## src/rtl/peribus_pkg.sv

```systemverilog
`default_nettype none
// +----------------------------------------------------------------------+
// | Module      : peribus_pkg                                            |
// | Description : Shared peribus definitions: bus widths used by the     |
// |               arbiter and the peripheral slaves, and the arbiter's   |
// |               sequencer state encoding.                              |
// | Revision    : 1.0 - initial release                                  |
// +----------------------------------------------------------------------+
package peribus_pkg;

   localparam int PERIBUS_ADDR_W = 2;
   localparam int PERIBUS_DATA_W = 16;

   // Sequencer states: one transaction walks IDLE -> ACCESS -> (RDWAIT) -> ACK.
   typedef enum logic [1:0] {
      IDLE   = 2'd0,
      ACCESS = 2'd1,
      RDWAIT = 2'd2,
      ACK    = 2'd3
   } peribus_state_t;

endpackage
`default_nettype wire

```

## src/rtl/peribus_arbiter_rr_pick.sv

```systemverilog
`default_nettype none
// +----------------------------------------------------------------------+
// | Module      : rr_pick                                                |
// | Description : Combinational round-robin picker. Returns the first    |
// |               set request at or above i_ptr, wrapping to index 0.    |
// | Ports       : i_req    - request vector                              |
// |               i_ptr    - index with highest priority                 |
// |               o_winner - index of the selected request               |
// |               o_valid  - at least one request is set                 |
// | Revision    : 1.0 - initial release                                  |
// +----------------------------------------------------------------------+
module rr_pick #(
   parameter int NUM_REQ = 2,
   parameter int PTR_W   = 1
) (
   input  logic [NUM_REQ-1:0] i_req,
   input  logic [PTR_W-1:0]   i_ptr,
   output logic [PTR_W-1:0]   o_winner,
   output logic               o_valid
);

   logic [PTR_W-1:0] w_hi;
   logic [PTR_W-1:0] w_lo;
   logic             w_hi_found;

   // Scan from the top down so the lowest qualifying index is written last.
   // w_hi tracks the lowest set request at/above the pointer, w_lo the
   // lowest set request overall (used when the search has to wrap).
   always_comb begin
      w_hi       = '0;
      w_lo       = '0;
      w_hi_found = 1'b0;
      for (int i = NUM_REQ - 1; i >= 0; i--) begin
         if (i_req[i]) begin
            if (PTR_W'(i) >= i_ptr) begin
               w_hi       = PTR_W'(i);
               w_hi_found = 1'b1;
            end
            w_lo = PTR_W'(i);
         end
      end
      o_winner = w_hi_found ? w_hi : w_lo;
      o_valid  = |i_req;
   end

endmodule
`default_nettype wire

```

## src/rtl/peribus_arbiter.sv

```systemverilog
`default_nettype none
// +----------------------------------------------------------------------+
// | Module      : peribus_arbiter                                        |
// | Description : Round-robin arbiter/sequencer sharing one peribus      |
// |               slave between NUM_REQ masters. One transaction at a    |
// |               time; write acks 2 cycles and read acks 3 cycles after |
// |               the request is sampled in IDLE.                        |
// | Ports       : clock, reset_n (async, active low)                     |
// |               req/req_we/req_addr/req_wdata - packed master requests |
// |               req_lock  - per-master bus lock (PERIBUS_ARB_LOCK_EN)  |
// |               ack/rdata - completion pulse and read data to masters  |
// |               grant/busy - bus owner (ACCESS..ACK), sequencer active |
// |               addr/write_data/write_en/read_en/chipselect/read_data  |
// |                         - slave-side peribus                         |
// | Options     : `define PERIBUS_ARB_LOCK_EN adds the req_lock port and |
// |               lets a master hold the bus over several transactions.  |
// | Revision    : 1.0 - initial release                                  |
// +----------------------------------------------------------------------+
module peribus_arbiter
   import peribus_pkg::*;
#(
   parameter int NUM_REQ = 2,
   parameter int ADDR_W  = PERIBUS_ADDR_W,
   parameter int DATA_W  = PERIBUS_DATA_W
) (
   input  logic                      clock,
   input  logic                      reset_n,
   input  logic [NUM_REQ-1:0]        req,
   input  logic [NUM_REQ-1:0]        req_we,
   input  logic [NUM_REQ*ADDR_W-1:0] req_addr,
   input  logic [NUM_REQ*DATA_W-1:0] req_wdata,
`ifdef PERIBUS_ARB_LOCK_EN
   input  logic [NUM_REQ-1:0]        req_lock,
`endif
   output logic [NUM_REQ-1:0]        ack,
   output logic [DATA_W-1:0]         rdata,
   output logic [NUM_REQ-1:0]        grant,
   output logic                      busy,
   output logic [ADDR_W-1:0]         addr,
   output logic [DATA_W-1:0]         write_data,
   output logic                      write_en,
   output logic                      read_en,
   output logic                      chipselect,
   input  logic [DATA_W-1:0]         read_data
);

   localparam int PTR_W = $clog2(NUM_REQ);
   localparam logic [NUM_REQ-1:0] c_one = {{(NUM_REQ-1){1'b0}}, 1'b1};

   peribus_state_t     r_state;
   peribus_state_t     w_state_next;
   logic [PTR_W-1:0]   r_ptr;
   logic [PTR_W-1:0]   r_win;
   logic               r_we;
   logic [ADDR_W-1:0]  r_addr;
   logic [DATA_W-1:0]  r_wdata;
   logic [DATA_W-1:0]  r_rdata;
   logic [NUM_REQ-1:0] w_win_oh;
   logic [NUM_REQ-1:0] w_req_eff;
   logic [PTR_W-1:0]   w_pick;
   logic               w_pick_valid;
   logic               w_ptr_hold;

   assign w_win_oh = c_one << r_win;

`ifdef PERIBUS_ARB_LOCK_EN
   logic r_lock;
   logic w_lock_hold;

   // The lock survives IDLE only while the owner keeps both req and
   // req_lock high; otherwise the full request vector competes this cycle.
   assign w_lock_hold = r_lock && req[r_win] && req_lock[r_win];
   assign w_req_eff   = w_lock_hold ? (req & w_win_oh) : req;
   assign w_ptr_hold  = req_lock[r_win];

   always_ff @(posedge clock or negedge reset_n) begin
      if (!reset_n) begin
         r_lock <= 1'b0;
      end else if (r_state == ACK) begin
         r_lock <= req_lock[r_win];
      end else if (r_state == IDLE && !w_lock_hold) begin
         r_lock <= 1'b0;
      end
   end
`else
   assign w_req_eff  = req;
   assign w_ptr_hold = 1'b0;
`endif

   rr_pick #(
      .NUM_REQ (NUM_REQ),
      .PTR_W   (PTR_W)
   ) u_rr_pick (
      .i_req    (w_req_eff),
      .i_ptr    (r_ptr),
      .o_winner (w_pick),
      .o_valid  (w_pick_valid)
   );

   always_ff @(posedge clock or negedge reset_n) begin
      if (!reset_n) begin
         r_state <= IDLE;
      end else begin
         r_state <= w_state_next;
      end
   end

   always_comb begin
      w_state_next = r_state;
      chipselect   = 1'b0;
      write_en     = 1'b0;
      read_en      = 1'b0;
      busy         = (r_state != IDLE);
      grant        = '0;
      ack          = '0;
      case (r_state)
         IDLE: begin
            if (w_pick_valid) begin
               w_state_next = ACCESS;
            end
         end
         ACCESS: begin
            chipselect   = 1'b1;
            write_en     = r_we;
            read_en      = !r_we;
            grant        = w_win_oh;
            w_state_next = r_we ? ACK : RDWAIT;
         end
         RDWAIT: begin
            grant        = w_win_oh;
            w_state_next = ACK;
         end
         ACK: begin
            grant        = w_win_oh;
            ack          = w_win_oh;
            w_state_next = IDLE;
         end
         default: w_state_next = IDLE;
      endcase
   end

   // Transaction fields are latched once in IDLE; later changes on the
   // request inputs do not affect the transaction in flight.
   always_ff @(posedge clock or negedge reset_n) begin
      if (!reset_n) begin
         r_ptr   <= '0;
         r_win   <= '0;
         r_we    <= 1'b0;
         r_addr  <= '0;
         r_wdata <= '0;
         r_rdata <= '0;
      end else begin
         case (r_state)
            IDLE: begin
               if (w_pick_valid) begin
                  r_win   <= w_pick;
                  r_we    <= req_we[w_pick];
                  r_addr  <= req_addr[w_pick*ADDR_W +: ADDR_W];
                  r_wdata <= req_wdata[w_pick*DATA_W +: DATA_W];
               end
            end
            RDWAIT: r_rdata <= read_data;
            ACK: begin
               if (!w_ptr_hold) begin
                  r_ptr <= (r_win == PTR_W'(NUM_REQ - 1)) ? '0 : r_win + 1'b1;
               end
            end
            default: ;
         endcase
      end
   end

   // Slave address/data simply mirror the latched fields, so they hold
   // their last values outside ACCESS.
   assign addr       = r_addr;
   assign write_data = r_wdata;
   assign rdata      = r_rdata;

endmodule
`default_nettype wire

```

## config.mk

```make
export PLATFORM = sky130hd
export DESIGN_NAME = peribus_arbiter
export DESIGN_NICKNAME = d
export VERILOG_FILES = /design/src/rtl/peribus_pkg.sv /design/src/rtl/peribus_arbiter_rr_pick.sv /design/src/rtl/peribus_arbiter.sv
export SDC_FILE = /design/constraint.sdc
export NUM_CORES = 1
export LEC_CHECK = 0
export BUFFER_PORTS_ARGS = -buffer_cell sky130_fd_sc_hd__buf_4
export CORE_MARGIN = 2
export CORE_UTILIZATION = 29
export CTS_CLUSTER_SIZE = 24
export DETAILED_ROUTE_END_ITERATION = 10
export HOLD_SLACK_MARGIN = 0.08
export PLACE_DENSITY = 0.64
export SYNTH_ARGS = -nofsm -noshare
export SYNTH_HDL_FRONTEND = slang
export SYNTH_HIERARCHICAL = 1
export SYNTH_SLANG_ARGS = --single-unit
export TNS_END_PERCENT = 100
```

## constraint.sdc

```tcl
create_clock -name clock -period 2.02 [get_ports clock]
set_clock_uncertainty 0.05 [all_clocks]
set_input_delay 0 -clock clock [delete_from_list [all_inputs] [get_ports clock]]
set_output_delay 0 -clock clock [all_outputs]
set_load 0.1 [all_outputs]
```

; ---- After elaboration in Yosys (flattened, before gate mapping)
; Cells that the tools add are included.
[classes]
addsub = 1
mul = 0
n_div = 0
order_cmp = 3
n_eq_ne = 4
n_shift = 3
mux = 20
n_bitwise = 0
reduce_logical = 6
[op_table]
columns = op, count
row1 = indexed part select 32 x 6 -> 16 bit, 1
row2 = two-way mux 1 bit, 16
row3 = one-hot mux 2 bit (4 select lines), 1
row4 = two-way mux 2 bit, 3
row5 = == test 2 bit (second input constant), 2
row6 = indexed part select 4 x 3 -> 2 bit, 1
row7 = OR reduction 3 bit, 1
row8 = == test 2 x 1 -> 1 bit (second input constant), 1
row9 = greater-or-equal comparator 1 bit (first input constant), 2
row10 = zero test 2 bit, 1
row11 = < comparator 1 x 2 -> 1 bit (second input constant), 1
row12 = inequality test 2 x 1 -> 1 bit (second input constant), 1
row13 = AND reduction 2 bit, 1
row14 = nonzero test 2 bit, 1
row15 = OR reduction 2 bit, 1
row16 = << shifter 1 x 1 -> 2 bit (first input constant), 1
row17 = adder 1 bit (second input constant), 1
row18 = zero test 1 bit, 1
[word_totals]
reg_bits = 39
latchBits = 0
ram_bits = 0
rom_bits = 0
inputBits = 58
out_inout_bits = 42
word_cells = 44
memories = 0

; ---- Logic depth before layout (Yosys ltp)
[depth]
ltp_word = 8
depth_mapped = 6
ltp_nobuf = 5

; ---- Modules after synthesis
; The synthesis kept the hierarchy.
[modules_own_cells]
columns = mod, n_inst, cells_each, area_each_um2, seq_area_each_um2
row1 = peribus_arbiter, 1, 145, 1836.8, 975.9
row2 = rr_pick, 1, 3, 17.5, 0.0

; ---- Worst setup path after synthesis
; Ideal clock, no wire load.
[synth_timing]
path_type = register -> output
from = register r_state[1]
to = output read_en
arrival_time_ns = 2.767
required_time_ns = 1.970
setup_slack_ns = -0.797
path_stages_with_launch = 4
path_buffers = 0
path_cell_list = dfrtp_1 -> inv_1 -> ha_1 -> nor2b_1
[synth_between]
elab_chain_cells = 2
[synth_lines]
columns = element, line
row1 = from (decl), peribus_arbiter.sv:50  ; peribus_state_t r_state;
row2 = from (signal assigned), peribus_arbiter.sv:104  ; r_state <= w_state_next;
row3 = == test 2 x 1 -> 1 bit, peribus_arbiter.sv:116  ; case (r_state)
row4 = two-way mux 1 bit, peribus_arbiter.sv:116
row5 = to (decl), peribus_arbiter.sv:42  ; output logic read_en,
; Every way passes these cells.

; ---- Final worst setup path
[layout_timing]
from = register r_ptr
to = register r_wdata[12] (netlist: write_data[12])
[layout_between]
elab_chain_cells = 7
elab_cells_between_ends = 10
classes_between = 2 x order compare / 1 x shift / 7 x mux
[layout_lines]
columns = element, line
row1 = from (decl), peribus_arbiter.sv:52  ; logic [PTR_W-1:0] r_ptr;
row2 = from (signal assigned), peribus_arbiter.sv:165  ; r_ptr <= (r_win == PTR_W'(NUM_REQ - 1)) ? '0 : r_win + 1'b1;
row3 = greater-or-equal comparator 1 bit, peribus_arbiter_rr_pick.sv:35  ; if (PTR_W'(i) >= i_ptr) begin
row4 = two-way mux 1 bit, peribus_arbiter_rr_pick.sv:35
row5 = two-way mux 1 bit, peribus_arbiter_rr_pick.sv:34  ; if (i_req[i]) begin
row6 = two-way mux 1 bit, peribus_arbiter_rr_pick.sv:35
row7 = two-way mux 1 bit, peribus_arbiter_rr_pick.sv:34
row8 = two-way mux 1 bit (*), peribus_arbiter_rr_pick.sv:42  ; o_winner = w_hi_found ? w_hi : w_lo;
row9 = via w_pick, peribus_arbiter.sv:60  ; logic [PTR_W-1:0] w_pick;
row10 = indexed part select 32 x 6 -> 16 bit (*), peribus_arbiter.sv:159  ; r_wdata <= req_wdata[w_pick*DATA_W +: DATA_W];
row11 = to (signal assigned), peribus_arbiter.sv:159
row12 = to (decl), peribus_arbiter.sv:56  ; logic [DATA_W-1:0] r_wdata;
; The timed path passes the listed nets; every way through them passes the cells marked *.
; A chain may end at the register's enable or synchronous reset.

==> key figures <==
Global route
  – First-pass GRT wire length: 7.94 mm
  – Number of global-route vias before repair: 1708
  – Total track usage: 14.3%
  – GRT overflow: 0
  – Pin count of the biggest net entering global routing: 40
  – Initial antenna violation count: 0

Clock tree
  – TritonCTS Buffers: 5
  – CTS tree: done
  – Worst-path clk slew: 0.07 ns
  – Post-CTS setup buffers: 0
  – Skew-Pair Late Insertion Delay: 0.29 ns
  – Clock Tree Buf Depth: 2
  – Clock Sinks: 39
  – CTS Root Cell: clkbuf_8
  – H-tree Lvls: 2

Setup path
  – Launching point of the worst reg2reg path: r_ptr$_DFFE_PN0N_
  – R2R depth: 6
  – Largest delay share family, worst path: buffers and inverters
  – CP peak stage delay: 0.60 ns
  – Reg2Reg Capture Point: write_data[12]$_DFFE_PN0P_
  – CP max FO: 15
  – CP Launch Type: flip-flop
  – Reg2Reg Setup Slack: 0.18 ns
  – CP Buf/Inv Count: 3
  – Worst-path cell chain: inv_1 -> a21boi_2 -> buf_6 -> mux2i_1 -> dlygate4sd3_1 -> a21oi_2
  – Worst Path Required: 2.15 ns
  – WS Path Type: flip-flop to flip-flop
  – Slowest CP cell: dlygate4sd3_1
  – CP arrival: 1.97 ns
  – Critical Path End Type: flip-flop

Drt
  – Routed wire per std cell: 12.5 um
  – Initial drt markers: 24
  – Via count: 1644
  – Post-DRT Antenna Nets: 0
  – Final wirelength: 4.81 mm
  – Drt drc: 0
  – Via density: 4.28
  – Pre-Repair DR Iteration Count: 4

Synth
  – Top-area cell type share of the netlist area: 52.6%
  – Synthesized area: 0.00185 mm2
  – Yosys top cell by area: dfrtp_1
  – Sequential fraction of the synthesis area: 52.6%
  – Yosys reg bits: 39
  – EDFF count, synth: 0
  – Async set-or-reset flop fraction in the synthesized netlist: 100%
  – Cells after Synth: 148
  – Yosys Warn Count: 6
  – Synth cell types: 23
  – Syn_area_per_cell: 12.5 um2
  – Dominant synthesized flop cell: dfrtp_1
  – Syn_nets: 211
  – Ranking of synthesized cells by area: dfrtp_1 (53%), mux2i_1 (10%), mux2_4 (8.9%)

Placement
  – Hpwl dp: 3.17 mm
  – Placed Instances: 321
  – Final Wtd Congestion: 0.667
  – IO Port Bufs: 99

Final layout
  – Nets: 369
  – Final design utilization: 53.4%
  – Post-Layout Cell Count: 384
  – P&R area growth vs syn: 80.6%
  – Share of layout cells above drive strength 1: 45.3%
  – Diodes inserted: 0

Timing
  – RSZ-0062 raised after global routing: false
  – Max-slew violation count: 0
  – Rel. slew slack: 67.1%
  – Hold Violations, Final: 0
  – Minimum clock period: 1.84 ns
  – Period utilization: 91.2%
  – Final setup violation count: 0
  – Achievable frequency: 0.543 GHz
  – Actual slew at the worst max-slew pin: 0.494 ns

Worst hold path
  – Worst Hold Class: input port to flip-flop
  – Hold EP: r_state[1]$_DFFE_PN0P_
  – Hold path depth: 4
  – Worst hold start: req[1]

Die
  – Die area: 0.00705 mm2
  – Height of the die: 84.0 um
  – Core area: 0.00628 mm2
  – IO Pins: 100
  – Die Wd: 84.0 um
  – # rows: 29
  – Initial cell density of the core: 29.5%

Run status
  – Status: complete, no violations

Run
  – Max Cap Viol: 0
==> metrics by stage <==
| step | cell area [um2] | hold slack [ns] | setup TNS, ns | setup slack [ns] |
|---|---|---|---|---|
| 3_3_place_gp | 2680 | -0.0487 | 0 | 0.476 |
| 2_1_floorplan | 1870 | -0.346 | -0.00921 | -0.00921 |
| 5_1_grt | 3350 | 0.186 | 0 | 0.0481 |
| 6_report | 3350 | 0.155 | 0 | 0.178 |
| 4_1_cts | 3350 | 0.142 | 0 | 0.152 |
| 3_5_place_dp | 2680 | -0.0409 | 0 | 0.406 |
==> layout by cell type (no fill, tap or decap), types with 2 or more instances in the layout <==
cell,count
mux2_1,6
inv_1,6
ha_1,4
nor2_1,21
dfrtp_1,39
a21oi_2,10
mux2_4,11
clkbuf_8,6
dlygate4sd3_1,55
mux2i_1,19
nand2_1,2
a21oi_1,9
buf_4,103
==> timing repair <==
action	in CTS	in global routing
endpoints found under the hold margin	74	0
hold buffers	55	0
setup endpoints to repair	0	2
gates resized for setup	0	1
==> area by class of cell <==
| type | count | area, um2 |
|---|---|---|
| repair buffers | 159 | 1340 |
| flip-flops and latches | 39 | 976 |
| clock buffers | 6 | 82.6 |
| fillers | 558 | 2930 |
| well taps | 77 | 96.3 |
| clock inverters | 2 | 35.0 |
| multi-input cells | 95 | 802 |
| inverters | 6 | 22.5 |
==> state kept, by name, summed over array words and instances, names as in the netlist <==
signal and flops:
addr 2, write_data 16, rdata 16, r_win 1
r_we 1, r_ptr 1, r_state 2
==> cell usage after synthesis (2+ instances only) <==
cell type and n:
buf_6 4, nand2_1 2, dfrtp_1 39, mux2_1 6, buf_4 3, nor2_1 22, a21oi_2 10, mux2_4 11
mux2i_1 19, a21oi_1 9, ha_1 5, inv_1 6, nor2b_1 2
==> cell families (layout without fill, tap and decap cells) <==
logic type      count (synthesis)  count (layout)  synth area share (%)
compound gates                 24              24                  9.04
fa+ha+maj                       5               5                  3.37
mux                            36              36                  22.8
simple gates                   30              30                  7.02
buf+inv                        14             173                  5.13
flops                          39              39                  52.6
==> layer usage <==
metal	part of all wire, %	vias to the layer above	global-route usage, %
li1	-	815	-
met3	9.3	2	6.53
met4	0.46	0	3.52
met5	0	-	0
met2	50	74	24.4
met1	40	753	16.1
==> worst register-to-register path, cell delays in order (launching register included) <==
cell and delay, ns:
dfrtp_1 0.35, inv_1 0.05, a21boi_2 0.17, buf_6 0.22
mux2i_1 0.24, dlygate4sd3_1 0.60, a21oi_2 0.06
==> worst max path at each step <==
| stage | startpoint | endpoint | slack (ns) | cells after the start |
|---|---|---|---|---|
| 2_1_floorplan | r_state[0]$_DFFE_PN0P_ | grant[0] | -0.009 | 3 |
| 3_3_place_gp | r_state[0]$_DFFE_PN0P_ | write_data[7]$_DFFE_PN0P_ | 0.48 | 6 |
| 3_5_place_dp | r_state[0]$_DFFE_PN0P_ | write_data[1]$_DFFE_PN0P_ | 0.41 | 6 |
| 4_1_cts | r_ptr$_DFFE_PN0N_ | write_data[14]$_DFFE_PN0P_ | 0.15 | 6 |
| 5_1_grt | r_ptr$_DFFE_PN0N_ | write_data[12]$_DFFE_PN0P_ | 0.05 | 6 |
| 6_report | r_ptr$_DFFE_PN0N_ | write_data[12]$_DFFE_PN0P_ | 0.18 | 6 |
Power is not shown: default switching activity piles up to over one toggle a cycle in this logic, so the estimate is an artifact.
